$ cat src/rtl/merge_pkg.sv
// ---------------------------------------------------------------------------
// merge_pkg
// Shared definitions for the merge-sort tree cells.
//   MERGE_DATA_WIDTH : default word width of every tree node
//   sel_e            : output-mux select encoding (SEL_A = 0, SEL_B = 1)
//   level_depth()    : per-level input FIFO depth, 2**level (leaves are level 0)
// ---------------------------------------------------------------------------
package merge_pkg;

  localparam int MERGE_DATA_WIDTH = 32;

  typedef enum logic {
    SEL_A = 1'b0,
    SEL_B = 1'b1
  } sel_e;

  // Each tree level doubles the buffering so a node can absorb a whole
  // sorted run coming from the level beneath it.
  function automatic int level_depth(input int level);
    return 1 << level;
  endfunction

endpackage

$ cat src/rtl/merge_fifo.sv
// ---------------------------------------------------------------------------
// merge_fifo
// Small synchronous FIFO that buffers one input stream of a merge node.
// The head word is presented combinationally; a pop takes effect on the
// rising edge where rd is high. A write into a full FIFO is only accepted
// when the same FIFO is popped in that cycle, otherwise it is dropped.
// There is no write-through path: a word written at edge N becomes the head
// only in the cycle after edge N.
//
// Ports:
//   clk    in   rising-edge clock
//   reset  in   asynchronous, active-low reset
//   din    in   write data
//   wr     in   write strobe
//   rd     in   pop strobe (ignored while empty)
//   head   out  word at the read pointer
//   empty  out  FIFO holds 0 entries
//   full   out  FIFO holds DEPTH entries
// ---------------------------------------------------------------------------
module merge_fifo
  import merge_pkg::*;
#(
  parameter int DATA_WIDTH = MERGE_DATA_WIDTH,
  parameter int DEPTH      = 1
) (
  input  logic                  clk,
  input  logic                  reset,
  input  logic [DATA_WIDTH-1:0] din,
  input  logic                  wr,
  input  logic                  rd,
  output logic [DATA_WIDTH-1:0] head,
  output logic                  empty,
  output logic                  full
);

  // Storage is padded up to a power of two so the pointer width indexes it
  // exactly; pointers still wrap at DEPTH, so the padding is never written
  // outside of reset.
  localparam int PTR_W = (DEPTH > 1) ? $clog2(DEPTH) : 1;
  localparam int MEM_N = 1 << PTR_W;
  localparam int CNT_W = $clog2(DEPTH + 1);

  localparam logic [PTR_W-1:0] LAST_PTR  = PTR_W'(DEPTH - 1);
  localparam logic [CNT_W-1:0] DEPTH_CNT = CNT_W'(DEPTH);

  logic [DATA_WIDTH-1:0] mem_q [MEM_N];
  logic [PTR_W-1:0]      wrPtr_q, wrPtr_d;
  logic [PTR_W-1:0]      rdPtr_q, rdPtr_d;
  logic [CNT_W-1:0]      count_q, count_d;
  logic                  doWrite;
  logic                  doRead;

  // Modulo-DEPTH increment; DEPTH need not be a power of two.
  function automatic logic [PTR_W-1:0] nextPtr(input logic [PTR_W-1:0] ptr);
    return (ptr == LAST_PTR) ? '0 : ptr + 1'b1;
  endfunction

  assign empty = (count_q == '0);
  assign full  = (count_q == DEPTH_CNT);
  assign head  = mem_q[rdPtr_q];

  // A pop frees a slot in the same cycle, so a write to a full FIFO is
  // legal exactly when that FIFO is also being popped.
  assign doRead  = rd && !empty;
  assign doWrite = wr && (!full || doRead);

  // Next-state pointers and occupancy; a simultaneous write and pop moves
  // both pointers and leaves the count unchanged.
  always_comb begin
    wrPtr_d = wrPtr_q;
    rdPtr_d = rdPtr_q;
    count_d = count_q;
    if (doWrite) begin
      wrPtr_d = nextPtr(wrPtr_q);
    end
    if (doRead) begin
      rdPtr_d = nextPtr(rdPtr_q);
    end
    case ({doWrite, doRead})
      2'b10:   count_d = count_q + 1'b1;
      2'b01:   count_d = count_q - 1'b1;
      default: count_d = count_q;
    endcase
  end

  // State registers; reset discards every buffered word and clears storage.
  always_ff @(posedge clk or negedge reset) begin
    if (!reset) begin
      wrPtr_q <= '0;
      rdPtr_q <= '0;
      count_q <= '0;
      for (int i = 0; i < MEM_N; i++) begin
        mem_q[i] <= '0;
      end
    end else begin
      wrPtr_q <= wrPtr_d;
      rdPtr_q <= rdPtr_d;
      count_q <= count_d;
      if (doWrite) begin
        mem_q[wrPtr_q] <= din;
      end
    end
  end

endmodule

$ cat src/rtl/merge_pair_node.sv
// ---------------------------------------------------------------------------
// merge_pair_node
// Two-input merge cell of the merge-sort tree. Two descending input streams
// are buffered in merge_fifo instances; every cycle the larger head word
// (unsigned) is popped and emitted, one word per cycle, with no backpressure.
// On equal heads B is popped first.
//
// Ports:
//   clk       in   rising-edge clock
//   reset     in   asynchronous, active-low reset
//   a_din     in   write data for FIFO A
//   a_wr      in   write strobe for FIFO A
//   b_din     in   write data for FIFO B
//   b_wr      in   write strobe for FIFO B
//   a_full    out  FIFO A holds DEPTH entries
//   b_full    out  FIFO B holds DEPTH entries
//   a_empty   out  FIFO A holds 0 entries
//   b_empty   out  FIFO B holds 0 entries
//   out_data  out  selected head word, 0 when out_wr is low
//   out_wr    out  out_data valid; feeds the next stage's write strobe
// ---------------------------------------------------------------------------
module merge_pair_node
  import merge_pkg::*;
#(
  parameter int DATA_WIDTH = MERGE_DATA_WIDTH,
  parameter int DEPTH      = level_depth(0)
) (
  input  logic                  clk,
  input  logic                  reset,
  input  logic [DATA_WIDTH-1:0] a_din,
  input  logic                  a_wr,
  input  logic [DATA_WIDTH-1:0] b_din,
  input  logic                  b_wr,
  output logic                  a_full,
  output logic                  b_full,
  output logic                  a_empty,
  output logic                  b_empty,
  output logic [DATA_WIDTH-1:0] out_data,
  output logic                  out_wr
);

  logic [DATA_WIDTH-1:0] headA;
  logic [DATA_WIDTH-1:0] headB;
  logic                  rdA;
  logic                  rdB;
  logic                  gt;
  sel_e                  sel;

  merge_fifo #(
    .DATA_WIDTH (DATA_WIDTH),
    .DEPTH      (DEPTH)
  ) fifoA (
    .clk   (clk),
    .reset (reset),
    .din   (a_din),
    .wr    (a_wr),
    .rd    (rdA),
    .head  (headA),
    .empty (a_empty),
    .full  (a_full)
  );

  merge_fifo #(
    .DATA_WIDTH (DATA_WIDTH),
    .DEPTH      (DEPTH)
  ) fifoB (
    .clk   (clk),
    .reset (reset),
    .din   (b_din),
    .wr    (b_wr),
    .rd    (rdB),
    .head  (headB),
    .empty (b_empty),
    .full  (b_full)
  );

  assign gt = (headA > headB);

  // Pop selection: a lone non-empty FIFO is always drained; with both
  // non-empty the strictly larger A wins, otherwise B (ties pop B).
  // At most one side is popped per cycle.
  always_comb begin
    rdA = 1'b0;
    rdB = 1'b0;
    if (!a_empty && !b_empty) begin
      if (gt) begin
        rdA = 1'b1;
      end else begin
        rdB = 1'b1;
      end
    end else if (!a_empty) begin
      rdA = 1'b1;
    end else if (!b_empty) begin
      rdB = 1'b1;
    end
    sel = rdA ? SEL_A : SEL_B;
  end

  // Output mux; data is forced to zero on idle cycles so downstream never
  // sees a stale head.
  always_comb begin
    out_wr   = rdA | rdB;
    out_data = '0;
    if (out_wr) begin
      out_data = (sel == SEL_A) ? headA : headB;
    end
  end

endmodule

$ cat config.mk
export PLATFORM = sky130hd
export DESIGN_NAME = merge_pair_node
export DESIGN_NICKNAME = d
export VERILOG_FILES = /design/src/rtl/merge_pkg.sv /design/src/rtl/merge_fifo.sv /design/src/rtl/merge_pair_node.sv
export SDC_FILE = /design/constraint.sdc
export NUM_CORES = 1
export LEC_CHECK = 0
export CORE_ASPECT_RATIO = 1.25
export CORE_UTILIZATION = 53
export CTS_BUF_LIST = sky130_fd_sc_hd__clkbuf_2
export DETAILED_ROUTE_END_ITERATION = 6
export PLACE_DENSITY = 0.85
export SLEW_MARGIN = 0
export SYNTH_ARGS = -nofsm -noshare
export SYNTH_HDL_FRONTEND = slang
export SYNTH_SLANG_ARGS = --single-unit
$ cat constraint.sdc
create_clock -name clk -period 6.7 [get_ports clk]
set_clock_uncertainty 0.2 [all_clocks]
set_input_delay 1.34 -clock clk [delete_from_list [all_inputs] [get_ports clk]]
set_output_delay 1.34 -clock clk [all_outputs]
set_load 0.01 [all_outputs]
==> impl_metrics.json, run 1 <==
{
  "hpwl_um": 6030,
  "max_cap_viol_count": 0,
  "cp_max_fo": 18,
  "ant_nets": 0,
  "dpl_cell_area_sq_mm": 0.00475,
  "yosys_warnings": 0,
  "start_util": 0.554,
  "cp.required_ns": 5.16,
  "insertion_delay_ns": 0.51,
  "synth.avg_cell_area_sq_um": 12.1,
  "die_h_um": 95.2,
  "syn2layout_area_growth_pct": 32.2,
  "final.setup.tns_ns": 0,
  "drt-vias-per-instance": 5.59,
  "worstHoldStart": "fifoB.mem_q[35]$_DFFE_PN0P_",
  "status": "finished, final reports clean",
  "p_leak_uw": 0.00218,
  "first_iter_violations": 122,
  "ys_top_cells_by_area": "dfrtp_1 (45%), mux2_2 (19%), ha_1 (11%), a22o_1 (7.6%), inv_1 (3.8%)",
  "wirelength_um": 8260,
  "ys_ff_latch": 66,
  "fin_total_pwr_uw": 2220,
  "drive_above_1_share": 0.215,
  "worstRegToRegCells": 8,
  "holdBufCountCts": 0,
  "cts_setup_buffers": 0,
  "hold_viol": 0,
  "r2r-end": "fifoA.mem_q[38]$_DFFE_PN0P_",
  "cts_root_buf": "clkbuf_2",
  "startpoint_type": "flop",
  "yosysUniqueCellTypes": 30,
  "worst_setup_path_end_kind": "output pin",
  "drtPass1Iterations": 4,
  "r2r-start": "fifoA.mem_q[59]$_DFFE_PN0P_",
  "crit_type": "reg -> out",
  "synth_top_area_share": 0.449,
  "regToRegSetupSlack_ns": 3.06,
  "cts_buffer_depth": 2,
  "synth_ff_type": "dfrtp_1",
  "cp_data_arrival_time_ns": 4.06,
  "period_share": 0.835,
  "finalSetupViolCount": 0,
  "hold_class": "reg -> reg",
  "register_area_sq_mm": 0.00165,
  "critPathLaunch": "fifoA.mem_q[59]$_DFFE_PN0P_",
  "n_fill_cell": 505,
  "cts_tree": "yes",
  "io-pin-count": 105,
  "grt_use_total": 0.240,
  "routabilityCongestion": 0.785,
  "grt_pass1_vias": 2905,
  "antenna_found_initial": 0,
  "dieArea_sq_mm": 0.00728,
  "htreeDepth": 3,
  "cts_inserted_buffers": 9,
  "grt_pass1_wl_um": 13400,
  "synthCells": 303,
  "grt_overflow_total": 0,
  "clk_pin_slew_ns": 0.19,
  "num_rows": 33,
  "ctsResizeCount": 0,
  "die_width_um": 76.5,
  "hold_depth": 1,
  "vias": 2803,
  "io_buffers": 104,
  "diodes": 0,
  "clock_sinks": 66,
  "irDropWorstVdd_mv": 0.298,
  "slew_violations": 0,
  "rsz0062_at_grt": "no",
  "syn_nets": 403,
  "ys_seq_area_frac": 0.449,
  "core_sq_mm": 0.00665,
  "netlist_top_cells_count": "dfrtp_1 (66), mux2_2 (61), inv_1 (37), a22o_1 (32), ha_1 (32)",
  "fin_area_sq_mm": 0.00486,
  "wl_per_cell_um": 16.5,
  "worstMarginPinSlew_ns": 1.22,
  "hold_path_end": "fifoB.mem_q[35]$_DFFE_PN0P_",
  "yosysTopAreaCell": "dfrtp_1",
  "drc": 0,
  "grt_start_max_net_pins": 67,
  "fmax_mhz": 179,
  "ys_async_sr_fraction": 1.00,
  "syn_area_sq_mm": 0.00368,
  "synth.most_common_cell": "dfrtp_1",
  "power_density_mw_per_mm2": 457,
  "synth_edf_count": 0,
  "max_slew_margin": 0.189,
  "final_nets": 509,
  "period_needed_ns": 5.60,
  "multiInputGateArea_sq_mm": 0.00180
}
-- critical path, stage by stage, from the launching register on --
cell	delay [ns]
dfrtp_1	0.45
ha_1	0.34
nand4_1	0.22
nor4_2	0.41
nand3_1	0.21
a21o_1	0.25
a21oi_2	0.58
buf_4	0.36
a22o_1	0.19
clkdlybuf4s50_1	0.53
-- registers in the layout, indices dropped and copies added (netlist names) --
| register | count |
|---|---|
| fifoA.full | 1 |
| fifoA.mem_q | 32 |
| fifoB.full | 1 |
| fifoB.mem_q | 32 |
-- cell usage in the layout (no fill, tap or decap), types with 2 or more instances in the layout --
master and n:
inv_1 37, a22o_1 32, clkinv_2 2, ha_1 32
nand2_1 9, nor2_1 4, a21oi_1 11, mux2_2 61
mux2_1 3, a221oi_1 2, clkinvlp_4 2, nand3_1 3
clkbuf_2 11, nand4_1 8, buf_4 3, clkdlybuf4s50_1 103
o21ai_0 6, o211ai_1 2, a21oi_2 2, dfrtp_1 66
-- area by class of cell --
cell class              count  share of cell area
clock buffers              11              0.0113
clock inverters             5              0.0113
multi-input cells         188               0.369
inverters                  37              0.0286
flip-flops and latches     66               0.340
well taps                  87              0.0224
repair buffers            107               0.218
-- power breakdown --
group | switching, uW | internal [uW] | total, uW
clock network | 148 | 87.7 | 236
registers | 133 | 554 | 687
logic | 586 | 717 | 1300
total | 867 | 1360 | 2220
-- through the flow --
step,hold slack [ns],setup slack (ns),utilization,cells
2_1_floorplan,0.288,2.95,-,303
3_3_place_gp,0.301,1.77,0.715,485
3_5_place_dp,0.319,1.70,0.715,485
4_1_cts,0.358,1.09,0.732,501
5_1_grt,0.379,0.876,0.732,501
6_report,0.357,1.10,0.732,501
-- how the worst max path moves through the flow --
stage	to	depth (start not counted)
6_report	out_data[14]	9
5_1_grt	out_data[14]	9
4_1_cts	out_data[14]	9
3_5_place_dp	out_data[14]	10
3_3_place_gp	out_data[14]	10
2_1_floorplan	out_data[10]	9
-- per-layer routing --
metal  GRT usage  vias to the layer above  wire, um  part of all wire
met1       0.271                     1385      3400              0.41
met4       0.104                        0       144             0.017
met5           0                        -         0                 0
li1            -                     1322         -                 -
met2       0.438                       82      4320              0.52
met3      0.0526                       14       399             0.048
-- cell families (layout without fill, tap and decap cells) --
group | after synthesis | in the layout | share of synthesized area
AO/OA/AOI/OAI | 64 | 64 | 0.141
adder cells (fa/ha/maj) | 32 | 32 | 0.109
buffers and inverters | 49 | 160 | 0.0643
flip-flops | 66 | 66 | 0.449
multiplexers | 64 | 64 | 0.196
AND/OR/NAND/NOR | 28 | 28 | 0.0408
(Power assumes the default switching activity.)
==> inputs of run 2 (changes only) <==
--- a/config.mk
+++ b/config.mk
@@ -6,10 +6,10 @@
 export NUM_CORES = 1
 export LEC_CHECK = 0
 export CORE_ASPECT_RATIO = 1.25
-export CORE_UTILIZATION = 53
+export CORE_UTILIZATION = 45
 export CTS_BUF_LIST = sky130_fd_sc_hd__clkbuf_2
 export DETAILED_ROUTE_END_ITERATION = 6
-export PLACE_DENSITY = 0.85
+export PLACE_DENSITY = 0.76
 export SLEW_MARGIN = 0
 export SYNTH_ARGS = -nofsm -noshare
 export SYNTH_HDL_FRONTEND = slang
==> constraint.sdc (replaced) <==
create_clock -name clk -period 4.91 [get_ports clk]
set_clock_uncertainty 0.2 [all_clocks]
set_input_delay 0.982 -clock clk [delete_from_list [all_inputs] [get_ports clk]]
set_output_delay 0.982 -clock clk [all_outputs]
set_load 0.01 [all_outputs]
==> impl_metrics.json, run 2 (synthesis gave the netlist of run 1 again) <==
{
  "status": "finished, final reports clean",
  "cp.buffers_inverters": 2,
  "die_width_um": 82.9,
  "worstMarginPinSlew_ns": 1.12,
  "slowest_stage": "clkdlybuf4s50_1",
  "grt_pass1_wl_um": 13700,
  "ant_nets": 0,
  "hold_class": "in -> async",
  "insertion_delay_ns": 0.49,
  "io_buffers": 104,
  "fin_ws_ns": 0.195,
  "cts_buffer_depth": 2,
  "num_rows": 36,
  "dieArea_sq_mm": 0.00854,
  "final.setup.tns_ns": 0,
  "antenna_found_initial": 0,
  "max_cap_viol_count": 0,
  "io-pin-count": 105,
  "start_util": 0.467,
  "vias": 2750,
  "critical_path.max_stage_delay_ns": 0.54,
  "layout_common_cells": "clkdlybuf4s50_1 (103), dfrtp_1 (66), mux2_2 (61), inv_1 (37)",
  "routabilityCongestion": 0.826,
  "wirelength_um": 8110,
  "grt_pass1_vias": 2829,
  "crit_family": "compound AO/OA/AOI/OAI gates",
  "drt-vias-per-instance": 5.38,
  "hpwl_um": 6020,
  "drive_above_1_share": 0.214,
  "grt_overflow_total": 0,
  "finish.utilization": 0.618,
  "layout_commonest_cell": "clkdlybuf4s50_1",
  "largestRegisters": "fifoA.mem_q x32, fifoB.mem_q x32",
  "syn2layout_area_growth_pct": 32.4,
  "cts_inserted_buffers": 9,
  "core_sq_mm": 0.00788,
  "grt_use_total": 0.204,
  "finalSetupViolCount": 0,
  "irDropWorstVdd_mv": 0.379,
  "rsz0062_at_grt": "no",
  "hold_viol": 0,
  "grt_start_max_net_pins": 35,
  "final_nets": 512,
  "cts_setup_buffers": 0,
  "crit_cells": 10,
  "clock_sinks": 66,
  "slew_violations": 0,
  "htreeDepth": 3,
  "cts_root_buf": "clkbuf_2",
  "drtPass1Iterations": 4,
  "cts_tree": "yes",
  "cp_max_fo": 24,
  "clk_pin_slew_ns": 0.18,
  "p_leak_uw": 0.00220,
  "period_share": 0.960,
  "power_density_mw_per_mm2": 611,
  "diodes": 0,
  "die_h_um": 103,
  "crit_type": "reg -> out",
  "fmax_mhz": 212,
  "place_inst": 496,
  "worst_setup_path_end_kind": "output pin",
  "period_needed_ns": 4.72,
  "cp_data_arrival_time_ns": 3.53,
  "worstRegToRegCells": 8,
  "max_slew_margin": 0.253,
  "place_ws_ns": 0.696,
  "holdBufCountCts": 0,
  "wl_per_cell_um": 15.9,
  "startpoint_type": "flop",
  "drc": 0,
  "cp.required_ns": 3.73,
  "first_iter_violations": 99,
  "crit_chain": "ha_1, nand4_1, nor4_4, o41ai_1, a31oi_2, a21oi_4, a21oi_2, buf_6, a22o_1, clkdlybuf4s50_1",
  "final_cells": 511
}
[run 2: what timing repair did]
item / CTS / global route
endpoints found under the setup margin: 0 / 24
hold endpoints to repair: 0 / 0
gates resized for setup: 0 / 2
[run 2: layout make-up]
class | count | area [sq um]
multi-input combinational | 188 | 1800
clock inverter | 5 | 22.5
tap | 95 | 119
fill | 626 | 3010
timing repair buffer | 110 | 1080
sequential | 66 | 1650
inverter | 37 | 139
clock buffer | 10 | 50.0
[run 2: final timing paths]
path,start,end,slack [ns]
min in group clk,fifoB.mem_q[36]$_DFFE_PN0P_,fifoB.mem_q[36]$_DFFE_PN0P_,0.35
max reg2reg,fifoA.mem_q[59]$_DFFE_PN0P_,fifoB.mem_q[52]$_DFFE_PN0P_,1.42
max,fifoA.mem_q[59]$_DFFE_PN0P_,out_data[28],0.19
min reg2reg,fifoB.mem_q[36]$_DFFE_PN0P_,fifoB.mem_q[36]$_DFFE_PN0P_,0.35
min,reset,fifoB.mem_q[48]$_DFFE_PN0P_,0.34
max in group asynchronous,reset,fifoB.mem_q[39]$_DFFE_PN0P_,3.27
[run 2: metrics by stage]
| stage | area [sq um] | hold slack, ns | power (uW) |
|---|---|---|---|
| after detailed placement | 4790 | 0.311 | 2740 |
| final | 4870 | 0.337 | 2970 |
| after global placement | 4790 | 0.301 | 2710 |
| after global routing | 4870 | 0.357 | 3220 |
| after CTS | 4860 | 0.309 | 3000 |
| after floorplan | 3680 | 0.288 | 2010 |
[run 2: report_power, final]
part | internal (uW) | switching (uW)
registers | 756 | 179
logic | 993 | 801
clock network | 60.4 | 185
[run 2: per-layer routing]
layer  wire length (um)  track usage  up-vias
met4                114       0.0756        0
met2               3890        0.351       86
met3                437       0.0440       10
met1               3670        0.255     1325
li1                   -            -     1329
met5                  0            0        -
